**src/rtl/timer_pkg.sv**
```systemverilog
// Shared constants and types for the multi-channel timer bank.
// Register map, CTRL bit layout and channel mode encoding.
package timer_pkg;

    localparam logic [1:0] REG_RELOAD   = 2'd0;
    localparam logic [1:0] REG_CTRL     = 2'd1;
    localparam logic [1:0] REG_PRESCALE = 2'd2;

    localparam int CTRL_EN   = 0;
    localparam int CTRL_MODE = 1;
    localparam int CTRL_IE   = 2;

    localparam logic MODE_ONESHOT  = 1'b0;
    localparam logic MODE_PERIODIC = 1'b1;

    // Field order mirrors the CTRL bit positions above (ie is the MSB).
    typedef struct packed {
        logic ie;
        logic mode;
        logic en;
    } ctrl_t;

endpackage

```
**src/rtl/timer_channel.sv**
```systemverilog
// One down-counting timer channel: RELOAD, CTRL, counter and sticky pending.
// Expiry is evaluated on prescaler ticks; irq is registered as pending & ie.
module timer_channel
    import timer_pkg::*;
#(
    parameter int CNT_W = 8
) (
    input  logic             clk,
    input  logic             reset,
    input  logic             tick,
    input  logic             wr_reload,
    input  logic             wr_ctrl,
    input  logic [CNT_W-1:0] wr_data,
    input  ctrl_t            ctrl_data,
    input  logic             ack,
    output logic             irq,
    output logic             active,
    output logic [CNT_W-1:0] count
);

    logic [CNT_W-1:0] reload_r;
    logic [CNT_W-1:0] count_r;
    logic             en_r;
    logic             mode_r;
    logic             ie_r;
    logic             pend_r;
    logic             irq_r;

    logic [CNT_W-1:0] count_s;
    logic             en_s;
    logic             mode_s;
    logic             ie_s;
    logic             pend_s;
    logic             expire_s;

    // Counter/enable next state: a start load or a stop beats any tick.
    always_comb begin
        count_s  = count_r;
        en_s     = en_r;
        expire_s = 1'b0;
        if (wr_ctrl && ctrl_data.en && !en_r) begin
            count_s = reload_r;
            en_s    = 1'b1;
        end else if (wr_ctrl && !ctrl_data.en) begin
            en_s = 1'b0;
        end else if (en_r && tick) begin
            if (count_r != {CNT_W{1'b0}}) begin
                count_s = count_r - CNT_W'(1'b1);
            end else begin
                expire_s = 1'b1;
                if (mode_r == MODE_PERIODIC) begin
                    count_s = reload_r;
                end else begin
                    en_s = 1'b0;
                end
            end
        end else begin
            count_s = count_r;
        end
    end

    // Mode/ie follow every CTRL write; pending set beats a same-cycle ack.
    always_comb begin
        if (wr_ctrl) begin
            mode_s = ctrl_data.mode;
            ie_s   = ctrl_data.ie;
        end else begin
            mode_s = mode_r;
            ie_s   = ie_r;
        end
        pend_s = (pend_r & ~ack) | expire_s;
    end

    // Channel state registers.
    always_ff @(posedge clk) begin
        if (reset) begin
            reload_r <= {CNT_W{1'b0}};
            count_r  <= {CNT_W{1'b0}};
            en_r     <= 1'b0;
            mode_r   <= 1'b0;
            ie_r     <= 1'b0;
            pend_r   <= 1'b0;
            irq_r    <= 1'b0;
        end else begin
            if (wr_reload) begin
                reload_r <= wr_data;
            end
            count_r <= count_s;
            en_r    <= en_s;
            mode_r  <= mode_s;
            ie_r    <= ie_s;
            pend_r  <= pend_s;
            irq_r   <= pend_s & ie_s;
        end
    end

    assign irq    = irq_r;
    assign active = en_r;
    assign count  = count_r;

endmodule

```
**src/rtl/timer_bank.sv**
```systemverilog
// NCH-channel programmable timer sharing one prescaler, driven from the
// CPU output-port write path and feeding per-channel interrupt requests.
module timer_bank
    import timer_pkg::*;
#(
    parameter  int NCH   = 4,
    parameter  int CNT_W = 8,
    parameter  int PRE_W = 8,
    localparam int CH_W  = (NCH > 1) ? $clog2(NCH) : 1,
    localparam int DW    = (CNT_W > PRE_W) ? CNT_W : PRE_W
) (
    input  logic                 clk,
    input  logic                 reset,
    input  logic                 wr_en,
    input  logic [CH_W-1:0]      wr_ch,
    input  logic [1:0]           wr_reg,
    input  logic [DW-1:0]        wr_data,
    input  logic [NCH-1:0]       int_ack,
    output logic [NCH-1:0]       irq,
    output logic [NCH-1:0]       active,
    output logic [NCH*CNT_W-1:0] count
);

    logic [PRE_W-1:0] pre_r;
    logic [PRE_W-1:0] pcnt_r;
    logic             tick_s;
    logic             wr_pre_s;
    logic [NCH-1:0]   wr_reload_s;
    logic [NCH-1:0]   wr_ctrl_s;
    ctrl_t            ctrl_s;

    assign tick_s   = (pcnt_r == pre_r);
    assign wr_pre_s = wr_en && (wr_reg == REG_PRESCALE);
    assign ctrl_s   = ctrl_t'(wr_data[CTRL_IE:CTRL_EN]);

    // Per-channel write strobes; the reserved register select decodes to nothing.
    always_comb begin
        for (int i = 0; i < NCH; i++) begin
            wr_reload_s[i] = wr_en && (wr_ch == CH_W'(i)) && (wr_reg == REG_RELOAD);
            wr_ctrl_s[i]   = wr_en && (wr_ch == CH_W'(i)) && (wr_reg == REG_CTRL);
        end
    end

    // Prescaler: counts 0..PRESCALE, restarted whenever PRESCALE is written.
    always_ff @(posedge clk) begin
        if (reset) begin
            pre_r  <= {PRE_W{1'b0}};
            pcnt_r <= {PRE_W{1'b0}};
        end else if (wr_pre_s) begin
            pre_r  <= wr_data[PRE_W-1:0];
            pcnt_r <= {PRE_W{1'b0}};
        end else if (tick_s) begin
            pcnt_r <= {PRE_W{1'b0}};
        end else begin
            pcnt_r <= pcnt_r + PRE_W'(1'b1);
        end
    end

    for (genvar g = 0; g < NCH; g++) begin : g_ch
        timer_channel #(
            .CNT_W (CNT_W)
        ) u_ch (
            .clk       (clk),
            .reset     (reset),
            .tick      (tick_s),
            .wr_reload (wr_reload_s[g]),
            .wr_ctrl   (wr_ctrl_s[g]),
            .wr_data   (wr_data[CNT_W-1:0]),
            .ctrl_data (ctrl_s),
            .ack       (int_ack[g]),
            .irq       (irq[g]),
            .active    (active[g]),
            .count     (count[g*CNT_W +: CNT_W])
        );
    end

endmodule

```
**config.mk**
```make
export PLATFORM = sky130hd
export DESIGN_NAME = timer_bank
export DESIGN_NICKNAME = d
export VERILOG_FILES = /design/src/rtl/timer_pkg.sv /design/src/rtl/timer_channel.sv /design/src/rtl/timer_bank.sv
export SDC_FILE = /design/constraint.sdc
export NUM_CORES = 1
export LEC_CHECK = 0
export ABC_AREA = 1
export BUFFER_PORTS_ARGS = -buffer_cell sky130_fd_sc_hd__buf_4
export CAP_MARGIN = 5
export CORE_MARGIN = 1.5
export CORE_UTILIZATION = 59
export CTS_CLUSTER_DIAMETER = 100
export DETAILED_ROUTE_END_ITERATION = 10
export PLACE_DENSITY = 0.81
export SLEW_MARGIN = 20
export SYNTH_ARGS = -nofsm -noshare
export SYNTH_HDL_FRONTEND = slang
export SYNTH_SLANG_ARGS = --single-unit
```
**constraint.sdc**
```tcl
create_clock -name clk -period 2.1 [get_ports clk]
set_input_delay 0.21 -clock clk [delete_from_list [all_inputs] [get_ports clk]]
set_output_delay 0.21 -clock clk [all_outputs]
set_load 0.05 [all_outputs]
```
==> impl_metrics.toml <==
[route]
final_antenna_net_count = 0
drtIter0Drc = 235
drc = 0
firstDrtPassIters = 5
wirelength_mm = 12.6
wl_per_cell_um = 13.3
dr_wl_met2_mm = 6.16
highest_layer = "met4"
vias_per_cell = 5.31
vias = 5003
route.met3.wl_um = 561
wl_met1_mm = 5.68

[clock_network]
cts_root_buffer = "clkbuf_8"
cts.sinks = 100
cts_buffers = 9
htree_levels = 3
cts_setup_buffers = 0
clkLatencyLatePin_ns = 0.38
cts_tree = "built"
clk_pin_slew_ns = 0.09
cts_buffer_depth = 2

[floorplanning]
die_area_mm2 = 0.00938
rows = 34
core_mm2 = 0.00864
io_pins = 59
die-width_um = 96.9
die_h_um = 96.9
initial_core_util_pct = 60.2

[logic_synthesis]
synthMostInstantiatedCell = "nand2_1"
synth_area_mm2 = 0.00520
avgSynthCellArea_um2 = 6.62
synth_cell_types = 32
synth_seq_cells = 100
netlist_instances = 785
synth_top_area_cell = "dfxtp_1"
synth_area_leaders = "dfxtp_1 39%, nand2_1 13%, nor2_1 8.7%, a21oi_1 6.9%, o21ai_0 6.6%"
synth_warnings = 0
yosysSeqAreaShare_pct = 38.5
synth_top_area_share_pct = 38.5
synth_nets = 813
synth-edff-count = 0
synth_ff_type = "dfxtp_1"
synthTopCellsByCount = "178 x nand2_1, 121 x nor2_1, 100 x dfxtp_1, 85 x inv_1, 72 x a21oi_1"
async_flop_share_pct = 0

[timing]
post-route-min-period_ns = 1.84
skew_ns = 0.0126
worst_slew_pin_slew_ns = 0.543
setup_tns_ns = 0
slew_headroom_pct = 63.7
max_freq_ghz = 0.543
fin_ws_ns = 0.259
rsz0062_at_grt = "no"
finalCritPeriodShare_pct = 87.7
setup_violations = 0
hold_viol_final = 0
slew_violations = 0

[worst_setup_path]
crit_family = "simple AND/OR/NAND/NOR gates"
critical_path_class = "flop to flop"
crit_path_end_kind = "flop"
r2r_cells = 11
worstPathArrival_ns = 2.15
cp-start-kind = "flop"
cp_cell_sequence = "inv_2, nand2_1, nand2_1, nor2_1, nand2_1, nor2_4, buf_4, nand2_4, nand2_2, nand2_1, a21oi_1"
critPathMaxFanout = 9
path_depth = 11
crit_top_cell = "nand2_1"
critical-path-slowest-cell = "dfxtp_1"
slowest_delay_ns = 0.44
r2r_slack_ns = 0.26
critical_path_buf_inv_count = 2
cp.required_ns = 2.41

[placement]
portBuffers = 58
dp_slack_ns = 0.0925
dp_hpwl_mm = 8.92
gp_congestion = 0.881

[power_and_ir_drop]
p_per_area_mw_per_mm2 = 647
max-vdd-ir-drop_mv = 0.360
leakagePower_nw = 2.92

[layout]
nNetsFinal = 858
drive_above_1_share_pct = 12.8
syn_to_final_growth_pct = 13.3
insertedDiodeCount = 0
nFillCells = 758
ff_latch_area_mm2 = 0.00200
multi_input_area_mm2 = 0.00268

[global_route]
grt_max_degree = 39
grt.overflow.total = 0
antenna_found_initial = 0
grt.total_usage_pct = 26.9
grt_pass1_vias = 4742
grt_pass1_wl_mm = 21.0

[min_path]
min-delay-path-class = "input pin to flop"
holdPathStages = 4

[job]
drv_cap = 0

[outcome]
outcome = "completed"
-- cell families (layout without fill, tap and decap cells) --
| group | Yosys count | in the layout | synth area share, % |
|---|---|---|---|
| AND/OR/NAND/NOR | 389 | 389 | 32.1 |
| buffers and inverters | 124 | 174 | 10.2 |
| flip-flops | 100 | 100 | 38.5 |
| adder cells (fa/ha/maj) | 9 | 9 | 2.17 |
| XOR/XNOR | 14 | 14 | 2.36 |
| AO/OA/AOI/OAI | 149 | 149 | 14.7 |
-- where the power goes --
part | internal, mW | switching, mW
registers | 1.94 | 0.0289
logic | 0.154 | 0.333
clock network | 0.672 | 0.689
total | 2.76 | 1.05
-- flip-flops by register name (all words and copies together) (netlist names) --
| signal | cells |
|---|---|
| pre_r | 8 |
| pcnt_r | 8 |
| g_ch.u_ch.active | 4 |
| g_ch.u_ch.mode_r | 4 |
| g_ch.u_ch.ie_r | 4 |
| g_ch.u_ch.count | 32 |
| g_ch.u_ch.irq | 4 |
| g_ch.u_ch.reload_r | 32 |
| g_ch.u_ch.pend_r | 4 |
-- per-layer routing --
metal / vias to the layer above / track usage (%)
met3: 13 / 3.83
met2: 111 / 47.8
met5: - / 0
met4: 0 / 8.36
met1: 2289 / 33.5
li1: 2590 / -
-- cells in the final DEF, fill, tap and decap left out, types with 2 or more instances in the layout --
| cell | netlist | final |
|---|---|---|
| buf_4 | 9 | 69 |
| nand3_1 | 58 | 58 |
| inv_2 | 3 | 3 |
| nor2_4 | 2 | 3 |
| nand2_1 | 178 | 176 |
| bufinv_16 | 0 | 2 |
| nor3_1 | 6 | 6 |
| nor2_2 | 4 | 3 |
| nand2_4 | 2 | 2 |
| clkbuf_8 | 0 | 9 |
| a21boi_0 | 4 | 4 |
| ha_1 | 9 | 9 |
| xor2_1 | 9 | 9 |
| a21oi_1 | 72 | 72 |
| nand3_2 | 4 | 3 |
| nor2_1 | 121 | 121 |
| nand2_2 | 3 | 5 |
| xnor2_1 | 5 | 5 |
| dfxtp_1 | 100 | 100 |
| nand3_4 | 1 | 2 |
| nand4_1 | 6 | 6 |
| o21bai_1 | 2 | 2 |
| o21ai_0 | 69 | 69 |
| inv_1 | 85 | 85 |
| clkinvlp_4 | 0 | 2 |
-- stage by stage --
stage	instances	total power [mW]	hold WS [ns]	util, %	cell area [um2]
2_1_floorplan	785	2.34	0.345	-	5200
5_1_grt	943	3.96	0.113	68.2	5890
3_3_place_gp	927	2.46	0.434	65.5	5650
3_5_place_dp	927	2.48	0.435	65.5	5650
6_report	943	3.81	0.0965	68.2	5890
4_1_cts	943	3.80	0.0987	68.0	5870
-- tightest hold or removal path: stages --
cell and delay (ns):
buf_4 0.07, inv_1 0.03, nand2_1 0.06, a21oi_1 0.06
-- area by class of cell --
class                           instances  area share [%]
Multi-Input combinational cell        561            45.6
Sequential cell                       100            34.0
Timing Repair Buffer                   69            8.80
Inverter                               89            5.67
Tap cell                              108            2.29
Clock buffer                           10            2.17
Clock inverter                          6            1.51
-- what timing repair did --
item / CTS / global route
endpoints found under the hold margin: 0 / 0
resized for setup: 0 / 4
setup endpoints to repair: 0 / 18
hold buffers: 0 / 0
-- path summary, 6_finish.rpt --
check,startpoint,to
max reg2reg,pcnt_r[3],g_ch[2].u_ch.count[0]
min,int_ack[1],g_ch[1].u_ch.pend_r
max,pcnt_r[3],g_ch[2].u_ch.count[0]
min reg2reg,g_ch[0].u_ch.reload_r[1],g_ch[0].u_ch.reload_r[1]
No activity file was read; power rests on OpenSTA's default activity.
